<file path="src/rtl/pattern_gen_param_if.sv">
// Test-pattern bus: frame control into the generator and the sync/pixel stream it drives.
// The generator takes the master side; a sink or controller takes the slave side.
interface pattern_gen_param_if #(
    parameter int unsigned DW = 8
);
    logic          start;
    logic          cont;
    logic [1:0]    mode;
    logic [DW-1:0] level;
    logic          h_sync;
    logic          v_sync;
    logic          d_en;
    logic [DW-1:0] data;
    logic          busy;

    modport master (
        input  start, cont, mode, level,
        output h_sync, v_sync, d_en, data, busy
    );

    modport slave (
        output start, cont, mode, level,
        input  h_sync, v_sync, d_en, data, busy
    );
endinterface

</file>
<file path="src/rtl/pattern_gen_param.sv">
// Free-running video test-pattern source: a start edge launches whole frames of
// H_BLANK sync cycles plus H_ACTIVE pixels per line, optionally repeating.
module pattern_gen_param #(
    parameter int unsigned H_ACTIVE  = 1920,
    parameter int unsigned V_ACTIVE  = 1080,
    parameter int unsigned H_BLANK   = 4,
    parameter int unsigned DW        = 8,
    parameter int unsigned RAMP_STEP = 7,
    parameter int unsigned RAMP_OFS  = 9,
    parameter int unsigned CHECK     = 64
) (
    input logic                 clock,
    input logic                 n_reset,
    pattern_gen_param_if.master bus
);
    localparam int unsigned XW = (H_ACTIVE > 1) ? $clog2(H_ACTIVE) : 1;
    localparam int unsigned YW = (V_ACTIVE > 1) ? $clog2(V_ACTIVE) : 1;
    localparam int unsigned HW = (H_BLANK > 1) ? $clog2(H_BLANK) : 1;
    localparam int unsigned SW = (RAMP_STEP > 1) ? $clog2(RAMP_STEP) : 1;
    localparam int unsigned CB = $clog2(CHECK);

    localparam logic [XW-1:0] X_LAST    = XW'(H_ACTIVE - 1);
    localparam logic [YW-1:0] Y_LAST    = YW'(V_ACTIVE - 1);
    localparam logic [HW-1:0] HCNT_LAST = HW'(H_BLANK - 1);
    localparam logic [SW-1:0] SUB_LAST  = SW'(RAMP_STEP - 1);

    typedef enum logic [1:0] {StIdle, StHblank, StActive} state_e;

    state_e        state_q, state_d;
    logic [HW-1:0] hcnt_q, hcnt_d;
    logic [XW-1:0] x_q, x_d;
    logic [YW-1:0] y_q, y_d;
    logic [SW-1:0] sub_q, sub_d;
    logic [XW-1:0] seg_q, seg_d;
    logic [1:0]    mode_q, mode_d;
    logic [DW-1:0] level_q, level_d;
    logic          s1_q, s2_q;
    logic          d_en_q, d_en_d;
    logic [DW-1:0] data_q, data_d;

    logic          start_pe;
    logic [31:0]   seg_ext;
    logic [31:0]   chk_ext;
    logic          in_win;
    logic [DW-1:0] ramp;
    logic [DW-1:0] pix;

    assign start_pe = s1_q & ~s2_q;

    always_comb begin
        state_d = state_q;
        hcnt_d  = hcnt_q;
        x_d     = x_q;
        y_d     = y_q;
        sub_d   = sub_q;
        seg_d   = seg_q;
        mode_d  = mode_q;
        level_d = level_q;
        case (state_q)
            StIdle: begin
                if (start_pe) begin
                    state_d = StHblank;
                    hcnt_d  = '0;
                    y_d     = '0;
                    mode_d  = bus.mode;
                    level_d = bus.level;
                end
            end
            StHblank: begin
                if (hcnt_q == HCNT_LAST) begin
                    state_d = StActive;
                    x_d     = '0;
                    sub_d   = '0;
                    seg_d   = '0;
                end else begin
                    hcnt_d = hcnt_q + 1'b1;
                end
            end
            StActive: begin
                if (x_q == X_LAST) begin
                    state_d = StHblank;
                    hcnt_d  = '0;
                    if (y_q == Y_LAST) begin
                        y_d = '0;
                        // cont is sampled only on the last pixel of the frame
                        if (bus.cont) begin
                            mode_d  = bus.mode;
                            level_d = bus.level;
                        end else begin
                            state_d = StIdle;
                        end
                    end else begin
                        y_d = y_q + 1'b1;
                    end
                end else begin
                    x_d = x_q + 1'b1;
                    if (sub_q == SUB_LAST) begin
                        sub_d = '0;
                        seg_d = seg_q + 1'b1;
                    end else begin
                        sub_d = sub_q + 1'b1;
                    end
                end
            end
            default: state_d = StIdle;
        endcase
    end

    // Pixel is computed from next-state counters so d_en and data register together.
    always_comb begin
        seg_ext = 32'(seg_d);
        chk_ext = ((32'(x_d) ^ 32'(y_d)) >> CB) & 32'd1;
        in_win  = (seg_ext >= RAMP_OFS) && (seg_ext < RAMP_OFS + 2 ** DW);
        ramp    = in_win ? DW'(seg_ext - RAMP_OFS) : '0;
        pix     = '0;
        case (mode_d)
            2'd0:    pix = ramp;
            2'd1:    pix = (chk_ext != 32'd0) ? '1 : '0;
            2'd2:    pix = level_d;
            default: pix = in_win ? ~ramp : '0;
        endcase
        d_en_d = (state_d == StActive);
        data_d = d_en_d ? pix : '0;
    end

    always_ff @(posedge clock or negedge n_reset) begin
        if (!n_reset) begin
            state_q <= StIdle;
            hcnt_q  <= '0;
            x_q     <= '0;
            y_q     <= '0;
            sub_q   <= '0;
            seg_q   <= '0;
            mode_q  <= '0;
            level_q <= '0;
            s1_q    <= 1'b0;
            s2_q    <= 1'b0;
            d_en_q  <= 1'b0;
            data_q  <= '0;
        end else begin
            state_q <= state_d;
            hcnt_q  <= hcnt_d;
            x_q     <= x_d;
            y_q     <= y_d;
            sub_q   <= sub_d;
            seg_q   <= seg_d;
            mode_q  <= mode_d;
            level_q <= level_d;
            s1_q    <= bus.start;
            s2_q    <= s1_q;
            d_en_q  <= d_en_d;
            data_q  <= data_d;
        end
    end

    assign bus.h_sync = (state_q == StHblank);
    assign bus.v_sync = (state_q == StHblank) && (y_q == '0);
    assign bus.busy   = (state_q != StIdle);
    assign bus.d_en   = d_en_q;
    assign bus.data   = data_q;
endmodule

</file>
<file path="src/flat_wrapper.sv">
// flat-port wrapper written by rule: the top's interface ports become plain ports
module pattern_gen_param_flat 
#(
    parameter int unsigned H_ACTIVE  = 1920,
    parameter int unsigned V_ACTIVE  = 1080,
    parameter int unsigned H_BLANK   = 4,
    parameter int unsigned DW        = 8,
    parameter int unsigned RAMP_STEP = 7,
    parameter int unsigned RAMP_OFS  = 9,
    parameter int unsigned CHECK     = 64
)
  (clock, n_reset, bus_start, bus_cont, bus_mode, bus_level, bus_h_sync, bus_v_sync, bus_d_en, bus_data, bus_busy);
  pattern_gen_param_if #(.DW(DW)) bus_i ();
  input logic clock;
  input logic n_reset;
  input wire logic [$bits(bus_i.start)-1:0] bus_start;
  input wire logic [$bits(bus_i.cont)-1:0] bus_cont;
  input wire logic [$bits(bus_i.mode)-1:0] bus_mode;
  input wire logic [$bits(bus_i.level)-1:0] bus_level;
  output wire logic [$bits(bus_i.h_sync)-1:0] bus_h_sync;
  output wire logic [$bits(bus_i.v_sync)-1:0] bus_v_sync;
  output wire logic [$bits(bus_i.d_en)-1:0] bus_d_en;
  output wire logic [$bits(bus_i.data)-1:0] bus_data;
  output wire logic [$bits(bus_i.busy)-1:0] bus_busy;
  assign bus_i.start = bus_start;
  assign bus_i.cont = bus_cont;
  assign bus_i.mode = bus_mode;
  assign bus_i.level = bus_level;
  assign bus_h_sync = bus_i.h_sync;
  assign bus_v_sync = bus_i.v_sync;
  assign bus_d_en = bus_i.d_en;
  assign bus_data = bus_i.data;
  assign bus_busy = bus_i.busy;
  pattern_gen_param #(.H_ACTIVE(H_ACTIVE), .V_ACTIVE(V_ACTIVE), .H_BLANK(H_BLANK), .DW(DW), .RAMP_STEP(RAMP_STEP), .RAMP_OFS(RAMP_OFS), .CHECK(CHECK)) u_core (.clock(clock), .n_reset(n_reset), .bus(bus_i));
endmodule
</file>
<file path="config.mk">
export PLATFORM = sky130hd
export DESIGN_NAME = pattern_gen_param_flat
export DESIGN_NICKNAME = d
export VERILOG_FILES = /design/src/rtl/pattern_gen_param_if.sv /design/src/rtl/pattern_gen_param.sv /design/src/flat_wrapper.sv
export SDC_FILE = /design/constraint.sdc
export NUM_CORES = 1
export LEC_CHECK = 0
export CAP_MARGIN = 20
export CORE_MARGIN = 3
export CORE_UTILIZATION = 30
export DETAILED_ROUTE_END_ITERATION = 10
export PLACE_DENSITY = 0.45
export SYNTH_ARGS = -nofsm -noshare
export SYNTH_HDL_FRONTEND = slang
export SYNTH_SLANG_ARGS = --single-unit
</file>
<file path="constraint.sdc">
create_clock -name clock -period 6.3 [get_ports clock]
set_input_delay 1.26 -clock clock [delete_from_list [all_inputs] [get_ports clock]]
set_output_delay 1.26 -clock clock [all_outputs]
set_load 0.03 [all_outputs]
</file>
==> results.toml <==
[critical_path]
criticalPathCategory = "reg2reg"
r2r-start = "u_core.state_q[0]"
critPathMaxFanout = 21
startpoint = "u_core.state_q[0]"
worstSetupEndpointType = "flop"
crit_arrival_ns = 4.04
r2r_cells = 9
reg2reg_to = "u_core.bus.data[7]"
cp.required_ns = 6.55
start_kind = "flop"
r2r_slack_ns = 2.51

[global_routing]
gr-total-overflow = 0
grt_usage_pct = 16.0
grt_max_degree = 62
grt_pass1_wl_um = 18300
grt_antenna_before_repair = 0
first_global_vias = 3425

[clocking]
cts_buffers = 9
holdBufCountCts = 0
clockBufferDepth = 2
tritoncts = "yes"
htreeDepth = 3
clk_pin_slew_ns = 0.05
clock_sinks = 61
cts_resized = 0
post-cts-setup-buffers = 0
clock_latency_ns = 0.34
cts_root_buf = "clkbuf_16"

[floorplan]
ios = 26
die_w_um = 122
start_util_pct = 31.3
die_h_um = 122
coreArea_um2 = 12900
std_cell_rows = 41
dieArea_um2 = 14900

[synthesis]
synth_fp_nets = 479
synth_top_flop_cell = "dfrtp_1"
synth_compound_gate_area_share_pct = 24.0
syn_inst = 454
avgSynthCellArea_um2 = 8.87
synth-simple-area-share_pct = 23.9
synth_seq_area_share_pct = 37.9
ys_seq_elements = 61
yosysWarnings = 0
synth_fa_ha_area_share_pct = 3.42
synth_area_leaders = "dfrtp_1, nand2_1, mux2i_1"
yosysTopAreaCellShare_pct = 37.9
yosysTopAreaCell = "dfrtp_1"
synth_top_family_by_area = "compound AO/OA/AOI/OAI gates"
synth_enable_flop_cells = 0
synth_mux_area_share_pct = 5.06
synthXorXnorAreaFrac_pct = 2.61
async_flop_share_pct = 100
yosysUniqueCellTypes = 73
netlist_area_um2 = 4030

[routing]
avgRoutedWirePerCell_um = 17.0
first_iter_violations = 253
postRouteAntennaNets = 0
drt_first_pass_iters = 5
drt-total-wl_um = 11100
via_per_inst = 5.46
vias = 3562
drc = 0

[power_and_ir_drop]
power_w = 0.000891
vdd_drop_max_uv = 113
p_leak_nw = 1.97
power.density_nw_per_um2 = 188

[sta]
fin_crit_ns = 3.79
hold_viol = 0
setup_viol_count_final = 0
rsz0062_at_grt = "no"
fmax_mhz = 264
setup_tns_ns = 0
tightest_slew_ns = 0.950
period_share_pct = 60.2
skew_ns = 0.00799
slew_headroom_pct = 36.7
slew_viol_final = 0

[finish]
syn_to_final_growth_pct = 17.8
drive_above_1_share_pct = 10.6
final_nets = 502
diodes = 0

[placement]
dp_hpwl_um = 7780
place.gp.congestion = 0.829
io_buffers = 25

[min_path]
hold_path.class = "reg2reg"
hold_path.startpoint = "u_core.s1_q"
whs_endpoint = "u_core.s2_q"
hold_depth = 0

[job]
cap_viol_max_count = 0

[status]
status = "completed"
-- worst max-delay path, stage by stage (launching register included) --
cell	delay [ns]
dfrtp_1	0.39
inv_1	0.08
ha_1	0.50
nand2_1	0.54
a221oi_1	0.70
o211ai_1	0.31
a211oi_2	0.46
nor4b_4	0.33
o21ai_0	0.18
o22ai_1	0.21
-- logic make-up (layout without fill, tap and decap cells) --
| kind of cell | count (synthesis) | after routing |
|---|---|---|
| multiplexers | 20 | 20 |
| buffers and inverters | 34 | 60 |
| AND/OR/NAND/NOR | 181 | 181 |
| AO/OA/AOI/OAI | 135 | 135 |
| adder cells (fa/ha/maj) | 11 | 11 |
| XOR/XNOR | 12 | 12 |
| flip-flops | 61 | 61 |
-- stage by stage --
step                      instances  utilization [%]  hold slack (ns)  area (um2)  setup slack (ns)
after CTS                       652             36.8            0.407        4740              2.47
after floorplan                 454                -            0.368        4030              3.25
after detailed placement        638             34.6            0.396        4460              2.49
final                           652             36.8            0.404        4740              2.51
after global placement          638             34.6            0.381        4460              2.48
after global routing            652             36.8            0.411        4740              2.07
-- cell usage after synthesis (all sizes together) (8+ instances only) --
cell type	count
a21oi	21
nand3	18
o31ai	10
ha	11
dfrtp	61
nand2	73
inv	16
clkbuf	14
nand4	13
a31oi	8
mux2i	17
nor2	28
o21ai	33
and3	9
-- per-layer routing --
metal  global-route usage (%)  part of all wire (%)  vias to the layer above
met3                     4.64                   3.6                        9
met1                     21.6                    49                     1712
met5                        0                     0                        -
met2                     25.1                    46                       82
met4                     4.13                   1.1                        0
li1                         -                     -                     1759
-- layout by cell type (no fill, tap or decap), types with 6 or more instances in the layout --
cell	instances
nand2_1	73
dfrtp_1	61
o21ai_0	31
nor2_1	27
clkdlybuf4s50_1	24
a21oi_1	21
nand3_1	17
mux2i_1	17
inv_1	14
nand4_1	12
ha_1	11
and3_1	9
clkbuf_16	9
o31ai_1	8
a31oi_1	7
xnor2_1	7
o221ai_1	6
o211ai_1	6
-- final cells by class --
class,count,area (um2)
fill,1299,8130
multi-input combinational,359,2370
sequential,61,1530
timing repair buffer,30,283
clock buffer,13,280
tap,172,215
inverter,16,60.1
clock inverter,1,5.00
-- how the worst max path moves through the flow --
stage	to	slack [ns]
detailed placement	u_core.bus.data[4]	2.49
floorplan	u_core.bus.data[3]	3.25
finish	u_core.bus.data[7]	2.51
global placement	u_core.bus.data[2]	2.48
global route	u_core.bus.data[4]	2.07
CTS	u_core.bus.data[4]	2.47
-- where the power goes --
group          internal [W]  switching (W)
Sequential         0.000393    0.000000393
Clock              0.000304       0.000171
Combinational    0.00000988      0.0000134
(Power assumes the default switching activity.)
